File: config.mk
export PLATFORM = sky130hd
export DESIGN_NAME = imm_extend_pipe
export DESIGN_NICKNAME = d
export VERILOG_FILES = /design/src/rtl/imm_extend_pkg.sv /design/src/rtl/imm_extend_core.sv /design/src/rtl/imm_extend_pipe.sv
export SDC_FILE = /design/constraint.sdc
export NUM_CORES = 1
export LEC_CHECK = 0
export CAP_MARGIN = 20
export CELL_PAD_IN_SITES_DETAIL_PLACEMENT = 1
export CELL_PAD_IN_SITES_GLOBAL_PLACEMENT = 2
export CORE_AREA = 2 2 97 75
export DETAILED_ROUTE_END_ITERATION = 6
export DIE_AREA = 0 0 99 77
export GPL_TIMING_DRIVEN = 0
export PLACE_DENSITY_LB_ADDON = 0.1
export SYNTH_ARGS = -nofsm -noshare
export SYNTH_HDL_FRONTEND = slang
export SYNTH_HIERARCHICAL = 1
export SYNTH_SLANG_ARGS = --single-unit
File: constraint.sdc
create_clock -name Clk -period 1.54 [get_ports Clk]
set_input_delay 0.154 -clock Clk [delete_from_list [all_inputs] [get_ports Clk]]
set_output_delay 0.154 -clock Clk [all_outputs]
set_load 0.02 [all_outputs]
File: src/rtl/imm_extend_pkg.sv
// imm_extend_pkg
// Shared definitions for the pipelined immediate-extension stage:
//   - default immediate, output and tag widths
//   - extension-mode encoding (ZERO, SIGN, UPPER, BRANCH)
package imm_extend_pkg;

    localparam int IN_W_DEF  = 16;
    localparam int OUT_W_DEF = 32;
    localparam int TAG_W_DEF = 5;

    // Extension mode as carried on in_mode
    typedef enum logic [1:0] {
        MODE_ZERO   = 2'd0,
        MODE_SIGN   = 2'd1,
        MODE_UPPER  = 2'd2,
        MODE_BRANCH = 2'd3
    } imm_mode_e;

endpackage

File: src/rtl/imm_extend_core.sv
// imm_extend_core
// Purely combinational immediate extender.
// Parameters:
//   IN_W  - raw immediate width (>= 2)
//   OUT_W - extended width (>= IN_W + 2)
// Ports:
//   imm  in  IN_W   raw immediate
//   mode in  2      extension mode (see imm_extend_pkg)
//   data out OUT_W  extended immediate
//   neg  out 1      MSB of imm (sign hint)
module imm_extend_core
    import imm_extend_pkg::*;
#(
    parameter int IN_W  = IN_W_DEF,
    parameter int OUT_W = OUT_W_DEF
) (
    input  logic [IN_W-1:0]  imm,
    input  logic [1:0]       mode,
    output logic [OUT_W-1:0] data,
    output logic             neg
);

    localparam int EXT_W = OUT_W - IN_W;

    logic [OUT_W-1:0] sign_ext_s;

    // Sign-extended form is shared by SIGN and BRANCH modes
    assign sign_ext_s = {{EXT_W{imm[IN_W-1]}}, imm};
    assign neg        = imm[IN_W-1];

    // Mode select; BRANCH drops the two top bits of the sign extension
    always_comb begin
        data = {OUT_W{1'b0}};
        case (mode)
            MODE_ZERO:   data = {{EXT_W{1'b0}}, imm};
            MODE_SIGN:   data = sign_ext_s;
            MODE_UPPER:  data = {imm, {EXT_W{1'b0}}};
            MODE_BRANCH: data = {sign_ext_s[OUT_W-3:0], 2'b00};
            default:     data = {OUT_W{1'b0}};
        endcase
    end

endmodule

File: src/rtl/imm_extend_pipe.sv
// imm_extend_pipe
// Pipelined immediate-extension stage between decode and execute.
// Entries are extended at the input (imm_extend_core) and registered, so an
// entry accepted on edge N is presented on out_* right after edge N.
// Optional build macro: IMM_EXTEND_PIPE_SKID_EN
//   defined   - one-entry skid register behind the output register, in_ready
//               is a flop equal to "skid empty", capacity 2
//   undefined - single output register, in_ready = !out_valid || out_ready,
//               capacity 1
// Ports:
//   Clk       in   1      clock, rising edge
//   Rst       in   1      asynchronous active-high reset
//   flush     in   1      synchronous flush, discards held and concurrent entries
//   in_valid  in   1      input entry present
//   in_ready  out  1      stage accepts an entry this cycle
//   in_imm    in   IN_W   raw immediate
//   in_mode   in   2      extension mode
//   in_tag    in   TAG_W  sideband tag
//   out_valid out  1      output entry present
//   out_ready in   1      downstream accepts the entry
//   out_data  out  OUT_W  extended immediate
//   out_tag   out  TAG_W  tag of the presented entry
//   out_neg   out  1      MSB of the presented entry's immediate
module imm_extend_pipe
    import imm_extend_pkg::*;
#(
    parameter int IN_W  = IN_W_DEF,
    parameter int OUT_W = OUT_W_DEF,
    parameter int TAG_W = TAG_W_DEF
) (
    input  logic             Clk,
    input  logic             Rst,
    input  logic             flush,
    input  logic             in_valid,
    output logic             in_ready,
    input  logic [IN_W-1:0]  in_imm,
    input  logic [1:0]       in_mode,
    input  logic [TAG_W-1:0] in_tag,
    output logic             out_valid,
    input  logic             out_ready,
    output logic [OUT_W-1:0] out_data,
    output logic [TAG_W-1:0] out_tag,
    output logic             out_neg
);

    logic [OUT_W-1:0] ext_data_s;
    logic             ext_neg_s;
    logic             in_ready_s;
    logic             in_xfer_s;
    logic             out_xfer_s;

    logic             out_valid_r;
    logic [OUT_W-1:0] out_data_r;
    logic [TAG_W-1:0] out_tag_r;
    logic             out_neg_r;

    imm_extend_core #(
        .IN_W  (IN_W),
        .OUT_W (OUT_W)
    ) u_core (
        .imm  (in_imm),
        .mode (in_mode),
        .data (ext_data_s),
        .neg  (ext_neg_s)
    );

    assign in_xfer_s  = in_valid && in_ready_s;
    assign out_xfer_s = out_valid_r && out_ready;

    assign in_ready  = in_ready_s;
    assign out_valid = out_valid_r;
    assign out_data  = out_data_r;
    assign out_tag   = out_tag_r;
    assign out_neg   = out_neg_r;

`ifdef IMM_EXTEND_PIPE_SKID_EN

    logic             skid_valid_r;
    logic [OUT_W-1:0] skid_data_r;
    logic [TAG_W-1:0] skid_tag_r;
    logic             skid_neg_r;
    logic             in_ready_r;

    // in_ready is a flop that mirrors "skid empty"; no path from out_ready
    assign in_ready_s = in_ready_r;

    // Output register plus skid entry; skid only fills while the output stalls
    always_ff @(posedge Clk or posedge Rst) begin
        if (Rst) begin
            out_valid_r  <= 1'b0;
            out_data_r   <= {OUT_W{1'b0}};
            out_tag_r    <= {TAG_W{1'b0}};
            out_neg_r    <= 1'b0;
            skid_valid_r <= 1'b0;
            skid_data_r  <= {OUT_W{1'b0}};
            skid_tag_r   <= {TAG_W{1'b0}};
            skid_neg_r   <= 1'b0;
            in_ready_r   <= 1'b1;
        end else if (flush) begin
            // Concurrent input is dropped because nothing is loaded here
            out_valid_r  <= 1'b0;
            skid_valid_r <= 1'b0;
            in_ready_r   <= 1'b1;
        end else if (skid_valid_r) begin
            // Skid full implies in_ready low, so only draining can happen
            if (out_xfer_s) begin
                out_data_r   <= skid_data_r;
                out_tag_r    <= skid_tag_r;
                out_neg_r    <= skid_neg_r;
                out_valid_r  <= 1'b1;
                skid_valid_r <= 1'b0;
                in_ready_r   <= 1'b1;
            end else begin
                in_ready_r   <= 1'b0;
            end
        end else if (in_xfer_s) begin
            if (!out_valid_r || out_ready) begin
                out_data_r   <= ext_data_s;
                out_tag_r    <= in_tag;
                out_neg_r    <= ext_neg_s;
                out_valid_r  <= 1'b1;
            end else begin
                skid_data_r  <= ext_data_s;
                skid_tag_r   <= in_tag;
                skid_neg_r   <= ext_neg_s;
                skid_valid_r <= 1'b1;
                in_ready_r   <= 1'b0;
            end
        end else if (out_xfer_s) begin
            out_valid_r <= 1'b0;
        end else begin
            out_valid_r <= out_valid_r;
        end
    end

`else

    // Single register: accept when empty or when the held entry leaves now
    assign in_ready_s = !out_valid_r || out_ready;

    // Output register; reloads on a simultaneous drain and accept
    always_ff @(posedge Clk or posedge Rst) begin
        if (Rst) begin
            out_valid_r <= 1'b0;
            out_data_r  <= {OUT_W{1'b0}};
            out_tag_r   <= {TAG_W{1'b0}};
            out_neg_r   <= 1'b0;
        end else if (flush) begin
            out_valid_r <= 1'b0;
        end else if (in_xfer_s) begin
            out_data_r  <= ext_data_s;
            out_tag_r   <= in_tag;
            out_neg_r   <= ext_neg_s;
            out_valid_r <= 1'b1;
        end else if (out_xfer_s) begin
            out_valid_r <= 1'b0;
        end else begin
            out_valid_r <= out_valid_r;
        end
    end

`endif

endmodule

======== Yosys cells after proc, flatten, opt, wreduce, memory -nomap -nowiden ========
Index checks and enable logic that the tools add are counted.
word-level totals
  flip-flop bits (word level) ............. 39
  output and inout bits ................... 40
  logic and storage cells ................. 19
  bits of input ports ..................... 28
cells by class
  equal/unequal tests ..................... 3
  muxes and demuxes ....................... 4
  bitwise operators ....................... 1
  reduce and logical (&&, ||, !) cells .... 7
operators by type and width
  operator            count
  $pmux 32 s4         1
  $eq 2x2->1 const B  2
  $mux 1              3
  $reduce_bool 3->1   1
  $eq 2x1->1 const B  1
  $logic_and 1x1->1   2
  $logic_not 2->1     1
  $reduce_and 2->1    1
  $logic_not 1->1     1
  $logic_or 1x1->1    1
  $not 1->1           1

======== Depth between registers and ports, before layout ========
  depth after elaboration ................. 5
  gate-level depth with buffers ........... 5

======== Cells and area by module ========
The synthesis kept the hierarchy.
by module, submodules not included
  module           cells each  area an instance (sq um)  instances  seq. area each (sq um)
  imm_extend_pipe  87          1585.3                    1          975.9
  imm_extend_core  43          372.9                     1          0.0

======== Least setup slack after synthesis ========
Ideal clock, no wire load.
  path type ............................... register -> register
  start point ............................. register out_valid_r (netlist: out_valid)
  end point ............................... register out_data_r[10] (netlist: out_data[10])
  slack ................................... 0.029 ns
  clock period less this slack ............ 1.511 ns
  arrival ................................. 1.386 ns
  library setup time ...................... 0.125 ns
  buffers on the path ..................... 2
  data required time ...................... 1.415 ns
  stages on the path, launching flop included .. 6
  cells stage by stage .................... dfrtp_1 -> nor2b_4 -> nor3b_4 -> buf_6 -> buf_12 -> mux2_4
between the ends
  longest elaborated chain between the ends .. 4
RTL lines
  what                        RTL line                text
  start, declared             imm_extend_pipe.sv:52   logic out_valid_r;
  start signal, assigned      imm_extend_pipe.sv:158  out_valid_r <= out_valid_r;
  $logic_not 1->1             imm_extend_pipe.sv:139  assign in_ready_s = !out_valid_r || out_ready;
  $logic_or 1x1->1            imm_extend_pipe.sv:139
  $logic_and 1x1->1           imm_extend_pipe.sv:67   assign in_xfer_s = in_valid && in_ready_s;
  $reduce_and 2->1 (no line)  --
  end signal, assigned        imm_extend_pipe.sv:145  out_data_r <= {OUT_W{1'b0}};
  end signal, assigned        imm_extend_pipe.sv:151  out_data_r <= ext_data_s;
  end, declared               imm_extend_pipe.sv:53   logic [OUT_W-1:0] out_data_r;
Every way passes these cells.
A chain may end at the register's enable or synchronous reset.

======== Worst setup path in the final report ========
  start point ............................. register out_valid_r (netlist: out_valid)
  end point ............................... register out_data_r[13] (netlist: out_data[13])
The elaborated chain is that of the path after synthesis.

==> key figures <==
Finish
  • N_diodes: 0
  • Final instance area: 2870 sq um
  • Final Util: 43.1%
  • Share of cells above drive strength 1: 34.6%
  • Area Growth Syn to Fin: 46.7%
  • Register cell area after layout: 976 sq um
  • Final #Nets: 235
  • Footprint of the multi-input gates: 847 sq um
  • Most frequent cells in the layout: clkdlybuf4s50_1, dfrtp_1, mux2_4
  • Commonest non-fill, non-tap cell in the layout: clkdlybuf4s50_1
  • # fillers: 692

Logic synthesis
  • Yosys top cell by area: dfrtp_1
  • Syn Area/Cell: 15.1 sq um
  • Ys Warns: 6
  • Synth cell types: 23
  • Yosys reg bits: 39
  • Netlist Area Pre-Place: 1960 sq um
  • Syn Nets: 158
  • Register area share after synthesis: 49.8%
  • Synth top area share: 49.8%
  • Post-Synthesis Cells: 130
  • Largest cells by area after synthesis: dfrtp_1, mux2_4, mux2_2, a22o_1, a21o_1

CTS
  • TritonCTS Buffers: 5
  • Worst-Skew Late Latency: 0.29 ns
  • Clock Sink Count: 39
  • # hold bufs at CTS: 0
  • Clock slew seen by the registers of the worst setup and hold paths: 0.08 ns
  • CTS tree: done
  • Htree depth: 2
  • Clock Path Buffers: 2
  • Root buf cell: clkbuf_8

Global routing
  • Global-route wire length before repair: 8320 um
  • GRT overflow: 0
  • Total Routing Usage GR: 13.9%
  • Number of global-route vias before repair: 1,481
  • Largest net degree at the start of global routing: 40
  • Initial antenna violation count: 0

STA
  • Skew final: 0.00555 ns
  • Worst rel slew slack: 43.8%
  • RSZ-0062 raised after global routing: true
  • Final Critical Period: 1.50 ns
  • Least-Margin Pin Slew: 0.842 ns
  • Fmax: 667 MHz
  • Endpoints failing setup: 0
  • Setup TNS: 0 ns
  • Final max-slew violation count: 0
  • Period utilization: 97.4%
  • Fin. Hold Viols: 0

Detailed routing
  • Drt initial violations: 33
  • DRC errors left: 0
  • Vias post-DR: 1,348
  • Routed WL: 5090 um
  • Detail Route Antenna Nets: 0
  • DR pass1 iterations: 4
  • Avg WL per Cell: 17.4 um
  • Vias per cell: 4.62

Critical path
  • Crit Path Max Fanout: 10
  • Crit. End Element: flop
  • Setup crit start kind: flop
  • Crit-path cells: nor2b_4 -> nor3b_4 -> buf_6 -> buf_12 -> mux2_4
  • CP Class: reg2reg
  • Req. time, crit path: 1.72 ns
  • Crit path max-delay cell type: dfrtp_1
  • Critical Path AT: 1.68 ns
  • Crit path largest cell delay: 0.38 ns

Floorplanning
  • Die X: 99 um
  • Die area: 7620 sq um
  • CORE AREA: 6670 sq um
  • Die Ht: 77 um
  • Cell row count: 26
  • Initial core utilization: 29.4%
  • Top Ports: 68

Pwr
  • Leakage: 1.32 nW
  • Peak supply drop: 0.488 mV
  • PwrDens: 1160 nW/um^2
  • Total power: 3.34 mW

Place
  • Post-DP HPWL: 3760 um
  • Post-DP Area: 2730 sq um
  • Port bufs: 67
  • Final GP Congestion: 0.761

Min path
  • Hold crit path type: in2async

Run
  • Max-cap violations: 0

Status
  • Status: finished, final reports clean
-- power breakdown --
group          switching, mW  internal (mW)  leakage, nW
clock                  0.382          0.525       0.0612
combinational          0.481          0.644        0.774
sequential             0.109           1.20        0.483
-- routing by layer --
metal | up-vias | global-route usage (%) | part of all wire (%)
met5 | - | 0 | 0
met4 | 0 | 4.25 | 0.49
met3 | 4 | 4.10 | 6.0
met2 | 47 | 20.7 | 47
met1 | 676 | 19.4 | 47
li1 | 621 | - | -
-- synthesized netlist by cell type --
cell type  number
dfrtp_1        39
mux2_4         20
mux2_2         18
a22o_1         14
a21o_1         10
a21o_2          4
buf_6           3
and2b_2         2
buf_12          2
buf_4           2
buf_8           2
inv_1           2
nor2_1          2
a22o_2          1
and2_0          1
and2_4          1
and2b_4         1
buf_2           1
inv_2           1
mux2_1          1
nor2b_4         1
nor3b_4         1
o21a_1          1
-- registers in the layout, indices dropped and copies added (netlist names) --
register,cells
out_neg,1
out_data,32
out_valid,1
out_tag,5
-- area by class of cell --
class                   instances  area share, %
well taps                      84           3.66
inverters                       3          0.392
clock inverters                 2           1.22
multi-input cells              78           29.5
repair buffers                 70           24.1
clock buffers                   6           2.87
plain buffers                  10           4.31
flip-flops and latches         39           34.0
-- timing repair --
item	in CTS	in global routing
endpoints found under the setup margin	1	20
gates resized for setup	1	0
setup buffers	0	3
cloned	0	0
-- critical path, delay by kind of cell (launching register included) --
| family | cells | cell delay, ns |
|---|---|---|
| buffers and inverters | 2 | 0.35 |
| flip-flops | 1 | 0.38 |
| multiplexers | 1 | 0.30 |
| AND/OR/NAND/NOR | 2 | 0.34 |
-- kinds of logic after synthesis --
kind of cell,Yosys count,share of synthesized area [%]
AND/OR/NAND/NOR,9,4.22
buffers and inverters,13,6.90
flip-flops,39,49.8
multiplexers,39,26.3
AO/OA/AOI/OAI,30,12.8
-- through the flow --
step	hold slack [ns]	worst slack [ns]	cells
after floorplan	0.220	0.0290	130
after global placement	0.492	-0.351	281
after detailed placement	0.497	-0.200	281
after CTS	0.378	0.00914	289
after global routing	0.433	-0.0308	292
final	0.345	0.0400	292
-- final timing paths --
check	start	to	slack (ns)	depth (start not counted)
worst max register to register	out_valid	out_data[13]	0.04	5
worst min register to register	out_data[26]	out_data[26]	0.51	1
min in group Clk	in_tag[0]	out_tag[0]	0.47	2
worst max-delay path	out_valid	out_data[13]	0.04	5
max in group asynchronous	Rst	out_data[17]	0.66	2
worst min-delay path	Rst	out_tag[1]	0.35	2
(Power assumes the default switching activity.)
